--- config.mk ---
export PLATFORM = sky130hd
export DESIGN_NAME = fsk_decode
export DESIGN_NICKNAME = d
export VERILOG_FILES = /design/src/rtl/fsk_pkg.sv /design/src/rtl/fsk_edge_sync.sv /design/src/rtl/fsk_decode.sv
export SDC_FILE = /design/constraint.sdc
export NUM_CORES = 1
export LEC_CHECK = 0
export ABC_AREA = 1
export BUFFER_PORTS_ARGS = -buffer_cell sky130_fd_sc_hd__buf_2
export CORE_MARGIN = 1
export CORE_UTILIZATION = 51
export DETAILED_ROUTE_END_ITERATION = 16
export PLACE_DENSITY = 0.84
export REMOVE_ABC_BUFFERS = 1
export SYNTH_ARGS = -nofsm -noshare
export SYNTH_HDL_FRONTEND = slang
export SYNTH_SLANG_ARGS = --single-unit
export TNS_END_PERCENT = 100
--- constraint.sdc ---
create_clock -name clk -period 1.65 [get_ports clk]
set_clock_uncertainty 0.2 [all_clocks]
set_input_delay 0.165 -clock clk [delete_from_list [all_inputs] [get_ports clk]]
set_output_delay 0.165 -clock clk [all_outputs]
set_load 0.03 [all_outputs]
--- src/rtl/fsk_pkg.sv ---
// Shared 2FSK constants: default symbol window length, decision threshold and counter width.
// The modulator bench uses the same values for its frequency-ratio constants.
package fsk_pkg;

   localparam int unsigned SYM_LEN_DEF  = 48;
   localparam int unsigned EDGE_THR_DEF = 6;
   localparam int unsigned CNT_W_DEF    = 8;

   typedef enum logic {
      BIT_LOW  = 1'b0,
      BIT_HIGH = 1'b1
   } fsk_bit_e;

endpackage

--- src/rtl/fsk_edge_sync.sv ---
// Two-flop synchronizer for the asynchronous FSK input, plus a history flop
// that turns each synchronized rising edge into a single-cycle pulse.
module fsk_edge_sync (
   input  logic clk,
   input  logic rst,
   input  logic d_in,
   output logic rise_out
);

   logic s1;
   logic s2;
   logic s3;

   always_ff @(posedge clk) begin
      if (rst) begin
         s1 <= 1'b0;
         s2 <= 1'b0;
         s3 <= 1'b0;
      end else begin
         s1 <= d_in;
         s2 <= s1;
         s3 <= s2;
      end
   end

   assign rise_out = s2 & ~s3;

endmodule

--- src/rtl/fsk_decode.sv ---
// Non-coherent 2FSK demodulator: counts input rising edges over free-running
// symbol windows and decides each bit by comparing the count with a threshold.
module fsk_decode
   import fsk_pkg::*;
#(
   parameter int unsigned SYM_LEN  = SYM_LEN_DEF,
   parameter int unsigned EDGE_THR = EDGE_THR_DEF,
   parameter int unsigned CNT_W    = CNT_W_DEF
) (
   input  logic             clk,
   input  logic             rst,
   input  logic             en,
   input  logic             fsk_in,
   output logic             code_out,
   output logic             code_valid,
   output logic [CNT_W-1:0] edge_cnt_out
);

   localparam int unsigned WIN_W = $clog2(SYM_LEN);
   localparam logic [WIN_W-1:0] WIN_LAST = WIN_W'(SYM_LEN - 1);
   localparam logic [CNT_W-1:0] THR      = CNT_W'(EDGE_THR);

   logic             rise;
   logic [WIN_W-1:0] win_cnt;
   logic [CNT_W-1:0] edge_cnt;
   logic [CNT_W-1:0] total;

   fsk_edge_sync u_sync (
      .clk      (clk),
      .rst      (rst),
      .d_in     (fsk_in),
      .rise_out (rise)
   );

   // Running count including this cycle's edge, held at all-ones once full.
   always_comb begin
      total = edge_cnt;
      if (rise && (edge_cnt != '1)) begin
         total = edge_cnt + CNT_W'(1);
      end
   end

   always_ff @(posedge clk) begin
      if (rst) begin
         win_cnt      <= '0;
         edge_cnt     <= '0;
         code_out     <= 1'b0;
         code_valid   <= 1'b0;
         edge_cnt_out <= '0;
      end else begin
         code_valid <= 1'b0;
         if (!en) begin
            win_cnt  <= '0;
            edge_cnt <= '0;
         end else if (win_cnt == WIN_LAST) begin
            code_out     <= (total > THR) ? BIT_HIGH : BIT_LOW;
            edge_cnt_out <= total;
            code_valid   <= 1'b1;
            win_cnt      <= '0;
            edge_cnt     <= '0;
         end else begin
            win_cnt  <= win_cnt + WIN_W'(1);
            edge_cnt <= total;
         end
      end
   end

endmodule

==> results.tsv, run 1 <==
stage	metric	value	unit
status	outcome	finished, violations left	
status	failing checks	negative setup slack	
floorplan	row cnt	17	
yosys	main area contributors after synthesis	dfxtp_1, nand2_1, inv_1	
power	combinational share of power	7.2	%
cts	root buf cell	clkbuf_4	
floorplan	core area	2280	sq um
power	P_leak	0.000807	uW
timing	RSZ-0062 raised after global routing	true	
detailed_routing	Remaining DRCs	0	
worst_setup_path	Critical Path AT	1.74	ns
power	Sw Pwr	228	uW
floorplan	Die Y	51.8	um
yosys	most frequent cells after synthesis	nand2_1, dfxtp_1, inv_1	
cells_and_area	Layout Nets	209	
worst_setup_path	CP Capture Type	flip-flop	
power	Max IR drop VDD	0.712	mV
power	clock share of power	27.2	%
power	sequential power share	65.6	%
worst_setup_path	CP Data Required Time	1.69	ns
yosys	synthesis-stage register bit count	27	
floorplan	die area	2690	sq um
grt	GRT Resource Usage Total	24.4	%
flow_run	max cap viols	0	
min_path	worst hold path class	input port to flip-flop	
worst_setup_path	CP Launch Type	flip-flop	
cts	H-tree levels	1	
power	Sw Ratio	22.5	%
yosys	mux cell area share after synthesis	0	%
cts	Num CTS Buffers	3	
cells_and_area	Finished Layout Cells	230	
yosys	post-synthesis xor/xnor area fraction	1.38	%
worst_setup_path	max incr delay on CP	0.37	ns
floorplan	Starting Density	55.6	%
yosys	FFs w/ async S/R, synth	0	%
grt	vias in the first global route	1093	
yosys	largest area contributor in the netlist	dfxtp_1	
placed_design	placed instance area	1440	sq um
timing	Max Freq	591	MHz
floorplan	Die W	51.8	um
cts	Clock Latency Late Sink	0.32	ns
placed_design	Detail Placement HPWL	1870	um
cells_and_area	share of layout cells above drive strength 1	41.6	%
timing	final worst-path cycle share	103	%
worst_setup_path	worst path cell trace	ha_4, nand2_4, nor2_4, nand2_4, nand2_8, nand2_1, nand2_1, nand3b_1, nand3_1, nand2_1, inv_1	
cts	clock sink total	27	
worst_setup_path	Crit-path slowest cell	dfxtp_2	
placed_design	Final GP Congestion	0.870	
cells_and_area	fill count	125	
detailed_routing	Routed WL per cell	14.3	um
detailed_routing	DR vias/cell	5.33	
worst_setup_path	CP dominant cell by count	nand2_1	
detailed_routing	Vias	1227	
detailed_routing	drt pass-1 iters	4	
yosys	sequential area share after synthesis	42.7	%
yosys	main combinational cell family by area after synthesis	simple AND/OR/NAND/NOR gates	
yosys	Post-Syn Area per Cell	7.63	sq um
cts	CTS tree	done	
timing	fin crit period	1.69	ns
worst_setup_path	worst-path maximum fanout	6	
timing	worst-margin pin slew	0.324	ns
yosys	Synth Area in Simple Gates	34.2	%
timing	final slew viol count	0	
placed_design	IO buf count	13	
worst_setup_path	Setup Crit Path Kind	flip-flop to flip-flop	
cells_and_area	fin util	74.0	%
power	power density cells	601	nW/um^2
yosys	top_reg_cell synth	dfxtp_1	
power	Cell Int Power	784	uW
yosys	Synth Area in Compound Gates	9.09	%
cells_and_area	design area	1680	sq um
placed_design	dpl cells	216	
grt	initial antenna violation count	0	
timing	Final Hold Vio Count	0	
yosys	EDFF count, synth	0	
cts	Clock Tree Buf Depth	2	
yosys	synthesized area	1270	sq um
yosys	synth warn	0	
yosys	most frequent cell after synthesis	nand2_1	
cells_and_area	diode count	0	
yosys	synth unique cells	29	
cells_and_area	Area Overhead vs Synth	33.0	%
yosys	Adder-Cell Fraction of Synth Area	1.98	%
detailed_routing	DRT antenna net count	0	
detailed_routing	DRT iter0 DRCs	26	
grt	grt total ovfl	0	
cts	Worst-path clk slew	0.13	ns
grt	largest net degree at the start of global routing	15	
timing	Slew HR	78.3	%
yosys	Yosys top cell area share	42.7	%
timing	Final Setup Violations	3	
power	Final Power	1010	uW
detailed_routing	routed wire length	3280	um
timing	final worst setup slack	-0.0433	ns
floorplan	Top Ports	14	
yosys	Synth Instances	166	
grt	global-route wire length before repair	4810	um
logic make-up after synthesis:
family,after synthesis
AND/OR/NAND/NOR,83
buffers and inverters,34
flip-flops,27
AO/OA/AOI/OAI,18
XOR/XNOR,2
adder cells (fa/ha/maj),2
registers in the layout (all words and copies together), names as in the netlist:
register and flops:
edge_cnt 8, edge_cnt_out 8, win_cnt 6, code_out 1, code_valid 1, u_sync.s1 1
u_sync.s2 1, u_sync.s3 1
timing repair:
| action | 4_1_cts | 5_1_grt |
|---|---|---|
| endpoints found under the setup margin | 4 | 22 |
| hold buffers | 3 | 0 |
| pin swaps | 6 | 18 |
| hold endpoints to repair | 4 | 0 |
| buffers inserted | 2 | 5 |
| gates cloned | 1 | 0 |
| resized for setup | 22 | 19 |
cells in the final DEF (no fill, tap or decap), drive strengths merged:
cell type    netlist  layout
o21ai              3       3
clkbuf             0       4
nand3             10      10
nor3               2       2
dlygate4sd3        0       3
ha                 2       2
nand4              7       7
or2                1       1
nand3b             1       1
xor2               1       1
buf                2      30
a21oi              7       7
o21a               2       2
inv               31      31
nor2              21      21
clkinvlp           0       1
xnor2              1       1
o211ai             6       6
nand2             41      41
dfxtp             27      27
clkinv             1       1
critical path, delay by kind of cell (launching register included):
kind,cells,cell delay [ns]
fa+ha+maj,1,0.15
simple gates,9,0.86
buf+inv,1,0.03
flops,1,0.37
layer usage:
metal | GRT usage [%] | up-vias | share of wire, %
met2 | 43.6 | 54 | 52
met3 | 2.92 | 16 | 5.3
met5 | 0 | - | 0
met4 | 11.7 | 0 | 3.4
li1 | - | 599 | -
met1 | 28.3 | 558 | 39
layout make-up:
type | count | area [sq um] | share of cell area [%]
sequential | 27 | 549 | 32.6
tap | 28 | 35.0 | 2.08
clock buffer | 4 | 26.3 | 1.56
timing repair inverter | 1 | 7.51 | 0.446
timing repair buffer | 33 | 234 | 13.9
inverter | 32 | 128 | 7.58
multi-input combinational | 105 | 704 | 41.8
power groups by stage:
stage,registers (uW),clock network [uW],logic [uW]
floorplan,676,0,29.0
finish,664,275,72.9
global placement,676,0,49.3
CTS,663,280,60.6
global route,665,308,76.7
detailed placement,676,0,52.0
through the flow:
step           worst slack [ns]  TNS (ns)  hold WS (ns)
2_1_floorplan           -0.0160   -0.0160        0.0362
3_3_place_gp            0.00588         0         0.163
4_1_cts                -0.00291  -0.00291        0.0204
3_5_place_dp            -0.0445   -0.0988         0.175
5_1_grt                  -0.123    -0.852        0.0350
6_report                -0.0433   -0.0686        0.0396
worst paths after layout:
path / from / end / slack [ns] / cells after the start
setup reg to reg: edge_cnt[0] / code_out / -0.04 / 11
hold / removal: en / win_cnt[5] / 0.04 / 4
setup / recovery: edge_cnt[0] / code_out / -0.04 / 11
hold reg to reg: u_sync.s1 / u_sync.s2 / 0.25 / 2
(Power assumes the default switching activity.)
==> run 2: changes to the inputs <==
- ABC_AREA: 1 -> 0
- CORE_UTILIZATION: 51 -> 50
- PLACE_DENSITY: 0.84 -> 0.83
==> run 2 against run 1 <==
- the flow still finishes with violations (negative setup slack)
- non-clock buffer count increased by 4
- core utilization increased by 1.7 points
- combinational power decreased by 39%
- power decreased by 2.1%
- hold slack got worse by 0.016 ns
- register-to-register slack got worse by 0.04 ns
- wire length decreased by 15%
- via count decreased by 17%
- design area decreased by 7.4%
- largest power group unchanged
==> results.tsv, run 2 <==
stage	metric	value	unit
cells_and_area	Area Overhead vs Synth	35.7	%
timing	final worst-path cycle share	105	%
status	outcome	finished, violations left	
worst_setup_path	CP Capture Type	flip-flop	
yosys	main combinational cell family by area after synthesis	simple AND/OR/NAND/NOR gates	
yosys	Synth Instances	122	
yosys	Synth Area in Simple Gates	27.5	%
cts	clock sink total	27	
worst_setup_path	worst path cell trace	ha_4, nand3b_1, buf_6, nor4b_4, xor2_1, nand2_1, a21oi_2	
yosys	top_reg_cell synth	dfxtp_1	
worst_setup_path	CP Launch Type	flip-flop	
placed_design	placed instance area	1370	sq um
grt	largest net degree at the start of global routing	15	
grt	GRT Resource Usage Total	25.7	%
cts	CTS tree	done	
floorplan	Top Ports	14	
worst_setup_path	Crit-path slowest cell	dfxtp_4	
cells_and_area	diode count	0	
yosys	mux cell area share after synthesis	2.61	%
cts	root buf cell	clkbuf_4	
timing	Slew HR	82.9	%
floorplan	Die Y	50.0	um
yosys	synthesized area	1150	sq um
cells_and_area	Layout Nets	166	
detailed_routing	drt pass-1 iters	4	
yosys	EDFF count, synth	0	
grt	initial antenna violation count	0	
power	power density cells	635	nW/um^2
yosys	largest area contributor in the netlist	dfxtp_1	
cells_and_area	fin util	75.7	%
timing	Max Freq	576	MHz
detailed_routing	Routed WL per cell	15.0	um
yosys	synth warn	0	
cells_and_area	most frequent cells in the layout	dfxtp_1, buf_4, nor2_1	
yosys	most frequent cells after synthesis	dfxtp_1, nor2_1, nand2_1	
yosys	FFs w/ async S/R, synth	0	%
placed_design	IO buf count	13	
yosys	Post-Syn Area per Cell	9.43	sq um
timing	Final Hold Vio Count	0	
worst_setup_path	Critical Path AT	1.80	ns
grt	grt total ovfl	0	
timing	final worst setup slack	-0.0863	ns
detailed_routing	DRT iter0 DRCs	34	
timing	Final Setup Violations	6	
placed_design	Detail Placement HPWL	1830	um
yosys	most frequent cell after synthesis	dfxtp_1	
timing	worst-margin pin slew	0.252	ns
yosys	post-synthesis xor/xnor area fraction	6.09	%
cells_and_area	largest registers	edge_cnt x8, edge_cnt_out x8, win_cnt x6	
placed_design	dpl cells	177	
yosys	main area contributors after synthesis	dfxtp_1, nor2_1, nand2_1	
detailed_routing	DRT antenna net count	0	
yosys	synth unique cells	37	
yosys	Yosys top cell area share	47.0	%
grt	vias in the first global route	1012	
placed_design	Final GP Congestion	0.835	
floorplan	Die W	50.0	um
timing	RSZ-0062 raised after global routing	true	
yosys	sequential area share after synthesis	47.0	%
cells_and_area	design area	1560	sq um
floorplan	core area	2060	sq um
min_path	worst hold path class	input port to flip-flop	
flow_run	max cap viols	0	
cts	Worst-path clk slew	0.14	ns
floorplan	row cnt	16	
power	Max IR drop VDD	0.755	mV
cts	Clock Tree Buf Depth	2	
cts	H-tree levels	1	
detailed_routing	routed wire length	2780	um
cells_and_area	fill count	138	
floorplan	Starting Density	55.8	%
placed_design	pre-CTS setup slack	-0.151	ns
floorplan	die area	2500	sq um
yosys	Adder-Cell Fraction of Synth Area	2.18	%
cells_and_area	Finished Layout Cells	186	
cts	Num CTS Buffers	3	
yosys	Synth Area in Compound Gates	11.4	%
grt	global-route wire length before repair	4660	um
worst_setup_path	R2R Setup Slk	-0.09	ns
timing	fin crit period	1.74	ns
worst_setup_path	max incr delay on CP	0.39	ns
yosys	synthesis-stage register bit count	27	
detailed_routing	DR vias/cell	5.49	
timing	final slew viol count	0	
detailed_routing	Vias	1022	
status	failing checks	negative setup slack	
worst_setup_path	CP Data Required Time	1.71	ns
detailed_routing	Remaining DRCs	0	
worst_setup_path	worst-path maximum fanout	4	
cts	Clock Latency Late Sink	0.33	ns
cells_and_area	share of layout cells above drive strength 1	43.4	%
worst_setup_path	Setup Crit Path Kind	flip-flop to flip-flop	
power	P_leak	0.000584	uW
-- run 2: critical path: cells and delay by family (launching register included) --
kind	cells	cell delay (ns)
and+or+nand+nor	3	0.42
AOI/OAI and AO/OA	1	0.14
buffers and inverters	1	0.16
DFF	1	0.39
xor gates and xnor gates	1	0.21
adders and majority gates	1	0.14
-- run 2: worst paths after layout --
check | from | to | depth (start not counted)
worst max-delay path | edge_cnt[1] | edge_cnt_out[6] | 7
worst max register to register | edge_cnt[1] | edge_cnt_out[6] | 7
worst min-delay path | rst | edge_cnt_out[2] | 3
worst min register to register | u_sync.s1 | u_sync.s2 | 1
-- run 2: timing repair --
item | 4_1_cts | 5_1_grt
hold buffers | 2 | 0
resized for setup | 30 | 3
buffers inserted | 1 | 2
hold endpoints to repair | 2 | 0
cloned | 0 | 0
endpoints found under the setup margin | 23 | 15
pin swaps | 13 | 1
-- run 2: metal layers --
layer,track usage (%),share of wire [%],vias to the layer above
met1,28.0,42,483
met4,13.3,2.3,0
met3,4.32,5.4,6
met5,0,0,-
met2,46.8,50,41
li1,-,-,492
-- run 2: final cells by class --
class | count | area (sq um) | area share [%]
Clock buffer | 4 | 26.3 | 1.68
Inverter | 3 | 11.3 | 0.722
Multi-Input combinational cell | 88 | 674 | 43.2
Sequential cell | 27 | 553 | 35.4
Tap cell | 27 | 33.8 | 2.17
Timing Repair Buffer | 37 | 262 | 16.8
-- run 2: metrics by stage --
| step | TNS [ns] | hold slack [ns] | power, uW |
|---|---|---|---|
| 6_report | -0.311 | 0.0233 | 991 |
| 3_5_place_dp | -1.89 | 0.189 | 711 |
| 4_1_cts | -0.0609 | 0.0270 | 986 |
| 5_1_grt | -1.16 | 0.0313 | 1020 |
| 3_3_place_gp | -1.09 | 0.177 | 710 |
| 2_1_floorplan | -0.491 | 0.0296 | 691 |
-- run 2: logic make-up after synthesis --
group / Yosys count
muxes: 3
xor gates and xnor gates: 8
buffers and inverters: 7
and+or+nand+nor: 58
adders and majority gates: 2
DFF: 27
AOI/OAI and AO/OA: 17
-- run 2: power breakdown --
part	leakage [uW]	internal (uW)	total [uW]	switching (uW)
clock network	0.0000150	94.8	285	190
logic	0.000347	21.6	44.4	22.8
registers	0.000222	657	662	4.96
